--- src/rtl/coherence_bus_controller.sv ---
// Memory-side bus controller for two cores: arbitrates dcache writebacks, fills and icache fetches
// onto a single-ported RAM, with snoop/invalidate and dirty cache-to-cache transfer.
module coherence_bus_controller #(
    parameter int unsigned CPUS = 2
) (
    input  logic                 CLK,
    input  logic                 nRST,
    input  logic [CPUS-1:0]      iREN,
    input  logic [CPUS*32-1:0]   iaddr,
    output logic [CPUS-1:0]      iwait,
    output logic [CPUS*32-1:0]   iload,
    input  logic [CPUS-1:0]      dREN,
    input  logic [CPUS-1:0]      dWEN,
    input  logic [CPUS*32-1:0]   daddr,
    input  logic [CPUS*32-1:0]   dstore,
    output logic [CPUS-1:0]      dwait,
    output logic [CPUS*32-1:0]   dload,
    input  logic [CPUS-1:0]      ccwrite,
    input  logic [CPUS-1:0]      cctrans,
    output logic [CPUS-1:0]      ccwait,
    output logic [CPUS-1:0]      ccinv,
    output logic [CPUS*32-1:0]   ccsnoopaddr,
    output logic                 ramREN,
    output logic                 ramWEN,
    output logic [31:0]          ramaddr,
    output logic [31:0]          ramstore,
    input  logic [31:0]          ramload,
    input  logic [1:0]           ramstate
);

    typedef enum logic [3:0] {
        StIdle, StWb1, StWb2, StSnoop, StC2c1, StC2c2, StLoad1, StLoad2, StIfetch
    } state_e;

    state_e state_q;
    logic   r_q;
    logic   rr_q;
    logic   inv_q;
    logic   o;
    logic   access;

    logic [5:0]  r_base;
    logic [5:0]  o_base;
    logic [31:0] daddr_r;
    logic [31:0] daddr_o;
    logic [31:0] dstore_r;
    logic [31:0] dstore_o;
    logic [31:0] iaddr_r;

    logic   gnt_valid;
    logic   gnt_core;
    state_e gnt_state;

    assign o      = ~r_q;
    assign access = (ramstate == 2'b10);
    assign r_base = {r_q, 5'd0};
    assign o_base = {o, 5'd0};

    assign daddr_r  = daddr[r_base +: 32];
    assign daddr_o  = daddr[o_base +: 32];
    assign dstore_r = dstore[r_base +: 32];
    assign dstore_o = dstore[o_base +: 32];
    assign iaddr_r  = iaddr[r_base +: 32];

    // Both requesting: take the round-robin core; otherwise the sole requester.
    function automatic logic pick(input logic [1:0] req, input logic rr);
        return (&req) ? rr : req[1];
    endfunction

    always_comb begin
        gnt_valid = 1'b1;
        gnt_core  = 1'b0;
        gnt_state = StIdle;
        if (|dWEN) begin
            gnt_core  = pick(dWEN, rr_q);
            gnt_state = StWb1;
        end else if (|dREN) begin
            gnt_core  = pick(dREN, rr_q);
            gnt_state = StSnoop;
        end else if (|iREN) begin
            gnt_core  = pick(iREN, rr_q);
            gnt_state = StIfetch;
        end else begin
            gnt_valid = 1'b0;
        end
    end

    always_ff @(posedge CLK or negedge nRST) begin
        if (!nRST) begin
            state_q <= StIdle;
            r_q     <= 1'b0;
            rr_q    <= 1'b0;
            inv_q   <= 1'b0;
        end else begin
            case (state_q)
                StIdle: begin
                    if (gnt_valid) begin
                        state_q <= gnt_state;
                        r_q     <= gnt_core;
                        rr_q    <= ~gnt_core;
                    end
                end
                StWb1:    if (access) state_q <= StWb2;
                StWb2:    if (access) state_q <= StIdle;
                StSnoop: begin
                    if (cctrans[o]) begin
                        inv_q   <= ccwrite[r_q];
                        state_q <= ccwrite[o] ? StC2c1 : StLoad1;
                    end
                end
                StC2c1:   if (access) state_q <= StC2c2;
                StC2c2:   if (access) state_q <= StIdle;
                StLoad1:  if (access) state_q <= StLoad2;
                StLoad2:  if (access) state_q <= StIdle;
                StIfetch: if (access) state_q <= StIdle;
                default:  state_q <= StIdle;
            endcase
        end
    end

    always_comb begin
        dwait       = 2'b11;
        iwait       = 2'b11;
        dload       = {ramload, ramload};
        iload       = {ramload, ramload};
        ccwait      = 2'b00;
        ccinv       = 2'b00;
        ccsnoopaddr = '0;
        ramREN      = 1'b0;
        ramWEN      = 1'b0;
        ramaddr     = 32'd0;
        ramstore    = 32'd0;
        case (state_q)
            StWb1, StWb2: begin
                ramWEN   = 1'b1;
                ramaddr  = daddr_r;
                ramstore = dstore_r;
                if (access) dwait[r_q] = 1'b0;
            end
            StSnoop: begin
                ccwait[o]                = 1'b1;
                ccinv[o]                 = ccwrite[r_q];
                ccsnoopaddr[o_base +: 32] = daddr_r;
            end
            StC2c1, StC2c2: begin
                // Snoopee supplies the block; RAM is updated with the same word.
                ccwait[o]             = 1'b1;
                ccinv[o]              = inv_q;
                ramWEN                = 1'b1;
                ramaddr               = daddr_o;
                ramstore              = dstore_o;
                dload[r_base +: 32]   = dstore_o;
                if (access) dwait = 2'b00;
            end
            StLoad1, StLoad2: begin
                ccwait[o] = 1'b1;
                ramREN    = 1'b1;
                ramaddr   = daddr_r;
                if (access) dwait[r_q] = 1'b0;
            end
            StIfetch: begin
                ramREN  = 1'b1;
                ramaddr = iaddr_r;
                if (access) iwait[r_q] = 1'b0;
            end
            default: ;
        endcase
    end

endmodule

--- config.mk ---
export PLATFORM = sky130hd
export DESIGN_NAME = coherence_bus_controller
export DESIGN_NICKNAME = d
export VERILOG_FILES = /design/src/rtl/coherence_bus_controller.sv
export SDC_FILE = /design/constraint.sdc
export NUM_CORES = 1
export LEC_CHECK = 0
export BUFFER_PORTS_ARGS = -buffer_cell sky130_fd_sc_hd__buf_4
export CORE_AREA = 2 2 199 201
export CTS_BUF_LIST = sky130_fd_sc_hd__clkbuf_2 sky130_fd_sc_hd__clkbuf_4 sky130_fd_sc_hd__clkbuf_8
export DETAILED_ROUTE_END_ITERATION = 6
export DIE_AREA = 0 0 201 203
export GPL_TIMING_DRIVEN = 0
export PLACE_DENSITY = 0.47
export SETUP_SLACK_MARGIN = 0.15
export SYNTH_ARGS = -nofsm -noshare
export SYNTH_HDL_FRONTEND = slang
export SYNTH_SLANG_ARGS = --single-unit
--- constraint.sdc ---
create_clock -name CLK -period 3.9 [get_ports CLK]
set_input_delay 0 -clock CLK [delete_from_list [all_inputs] [get_ports CLK]]
set_output_delay 0 -clock CLK [all_outputs]
set_load 0.01 [all_outputs]
==> metrics.yaml <==
synthesis:
  syn_area_per_cell_um2: 7.69
  ys_ff_latch: 7
  synth_area_leaders: "a221oi_1 (25%), mux2_2 (16%), buf_4 (13%)"
  synth_cells: 577
  ys_types: 38
  ys_seq_area_share_pct: 3.95
  yosys.area.top_type: "a221oi_1"
  synth.net_count: 815
  ys_warn_count: 0
  yosys.area.top_type_share_pct: 24.9
  synth.cell_area_mm2: 0.00444
run_status:
  status: "complete, no violations"
grt:
  grt_most_used_layer: "met2"
  grt_pass1_wl_um: 55900
  gr-usage-met2_pct: 36.2
  antenna_found_initial: 4
  grtUsageTotal_pct: 18.5
  overflow: 0
  grt_pass1_vias: 7828
  grt_max_degree: 11
  met1_usage_pct: 20.9
  grt_use_met3_pct: 2.30
critical_path:
  critPathCaptureType: "output port"
  path_cells: "buf_4 > nand2b_4 > nor2_1 > buf_2 > buf_2 > a221oi_1 > o22ai_1 > buf_4"
  reg2regPathDepth: 7
  path_delay_family: "buffers and inverters"
  cp_max_fo: 10
  startpoint_type: "register"
  crit_type: "reg -> out"
  crit_slowest_cell: "nor2_1"
  path_depth: 8
  critPathMaxStageDelay_ns: 0.36
  critical_path_arrival_ns: 2.55
  critPathBufInv: 4
  crit_required_ns: 3.90
finish:
  syn_to_final_growth_pct: 101
  final_nets: 1324
  drive_above_1_share_pct: 63.7
  design_area_mm2: 0.00893
  fillCellCount: 4325
  final_cell_mix: "buf_4 (580), a221oi_1 (126), and3_1 (66)"
  layout_commonest_cell: "buf_4"
cts:
  h-tree-depth: 1
  cts_buffer_depth: 2
  cts_tree: "built"
  cts_hold_buf: 1
  clk_pin_slew_ns: 0.04
  cts_sinks: 7
  cts_buffers: 3
  post_cts_resized: 0
  cts_root_buf: "clkbuf_8"
  postCtsSetupRepairBufs: 0
  insertion_delay_ns: 0.23
floorplanning:
  initial_core_util_pct: 11.5
  io_pins: 504
  dieArea_mm2: 0.0408
  chipHeight_um: 203
  coreArea_mm2: 0.0385
  rows: 72
  die_w_um: 201
placement:
  io_buffers: 503
  place_congestion: 0.871
  dp_hpwl_um: 34600
  detailed_place.area_mm2: 0.00886
sta:
  clock_skew_ns: 0.000962
  maxSlewHeadroom_pct: 40.8
  final.setup.tns_ns: 0
  rsz0062_at_grt: "no"
  finalCritPeriodShare_pct: 65.3
  hold_viol: 0
  maxSlewViolCount: 0
  setup_viol: 0
  worst_pin_slew_ns: 0.888
  period_minus_slack_ns: 2.55
  fmax_ghz: 0.393
route:
  drtIter0Drc: 406
  drt_drc_violations_left: 0
  ant_nets: 0
  routedWlPerCell_um: 25.4
  first_pass_iters: 5
  wirelength_um: 40800
  via_per_inst: 4.62
  vias: 7423
job:
  drv_cap: 0
pwr:
  ir_drop_v: 0.000207
  p_per_area_mw_per_mm2: 719
  p_leak_uw: 0.00447
worst_hold_path:
  whs_path_depth: 3
  hold_path_class: "in -> reg"
-- metrics by stage --
step / utilization [%] / setup WS (ns) / hold slack (ns) / cells / power, µW
after global routing: 23.2 / 1.19 / 0.151 / 1606 / 6840
after CTS: 23.2 / 1.20 / 0.0923 / 1603 / 6550
after detailed placement: 23.0 / 1.45 / -0.177 / 1598 / 6420
after global placement: 23.0 / 1.48 / -0.178 / 1598 / 6410
after floorplan: - / 2.29 / -0.296 / 577 / 3250
final: 23.2 / 1.35 / 0.0936 / 1606 / 6420
-- worst paths after layout --
check | startpoint | end | slack [ns]
max in group asynchronous | nRST | state_q[1]$_DFFE_PN0P_ | 3.65
max | state_q[2]$_DFFE_PN0P_ | ramaddr[31] | 1.35
min | iREN[1] | state_q[3]$_DFFE_PN0P_ | 0.09
max reg2reg | state_q[3]$_DFFE_PN0P_ | inv_q$_DFFE_PN0P_ | 1.89
min reg2reg | inv_q$_DFFE_PN0P_ | inv_q$_DFFE_PN0P_ | 0.57
min in group asynchronous | nRST | r_q$_DFFE_PN0P_ | 0.13
-- tightest hold or removal path: stages --
cell and delay (ns):
buf_4 0.10, nor2_1 0.05, o21ai_0 0.13
-- report_power, final --
group          internal (µW)  switching [µW]
logic                   2530            3650
clock network           77.9            34.4
registers                105            21.0
-- cell type report --
| cell class | count | area (µm²) | area share, % |
|---|---|---|---|
| buffer | 139 | 858 | 9.61 |
| antenna | 3 | 7.51 | 0.0841 |
| clock buffer | 4 | 48.8 | 0.547 |
| multi-input combinational | 428 | 3390 | 38.0 |
| sequential | 7 | 175 | 1.96 |
| tap | 518 | 648 | 7.26 |
| timing repair buffer | 504 | 3790 | 42.4 |
| inverter | 3 | 11.3 | 0.126 |
-- registers in the layout, summed over array words and instances (netlist names) --
register	count
inv_q	1
r_q	1
rr_q	1
state_q	4
-- routing by layer --
metal	share of wire (%)	wire length, µm
met3	6.0	2450
met4	2.5	1020
met1	38	15600
met5	0	0
met2	53	21700
-- cells by family after synthesis --
kind of cell / share of synthesized area [%]
xor+xnor: 0.564
simple gates: 18.4
flops: 3.95
buf+inv: 19.6
compound gates: 32.6
mux: 24.9
-- Yosys cell counts, drive strengths merged --
library cell and instances:
a32oi 1, nor2 46, or2 1, xnor2 2, a21oi 11, o22ai 33, a2bb2oi 1, mux2 68
dfrtp 7, mux2i 34, nand3b 2, o21ai 7, inv 3, buf 111, nor3 4, nand3 3
a31oi 2, and3 66, nor2b 3, nand2 12, nor4 3, a221oi 126, o32ai 1, nand2b 2
clkbuf 28
Note: power is estimated with default switching activity, not from simulation.
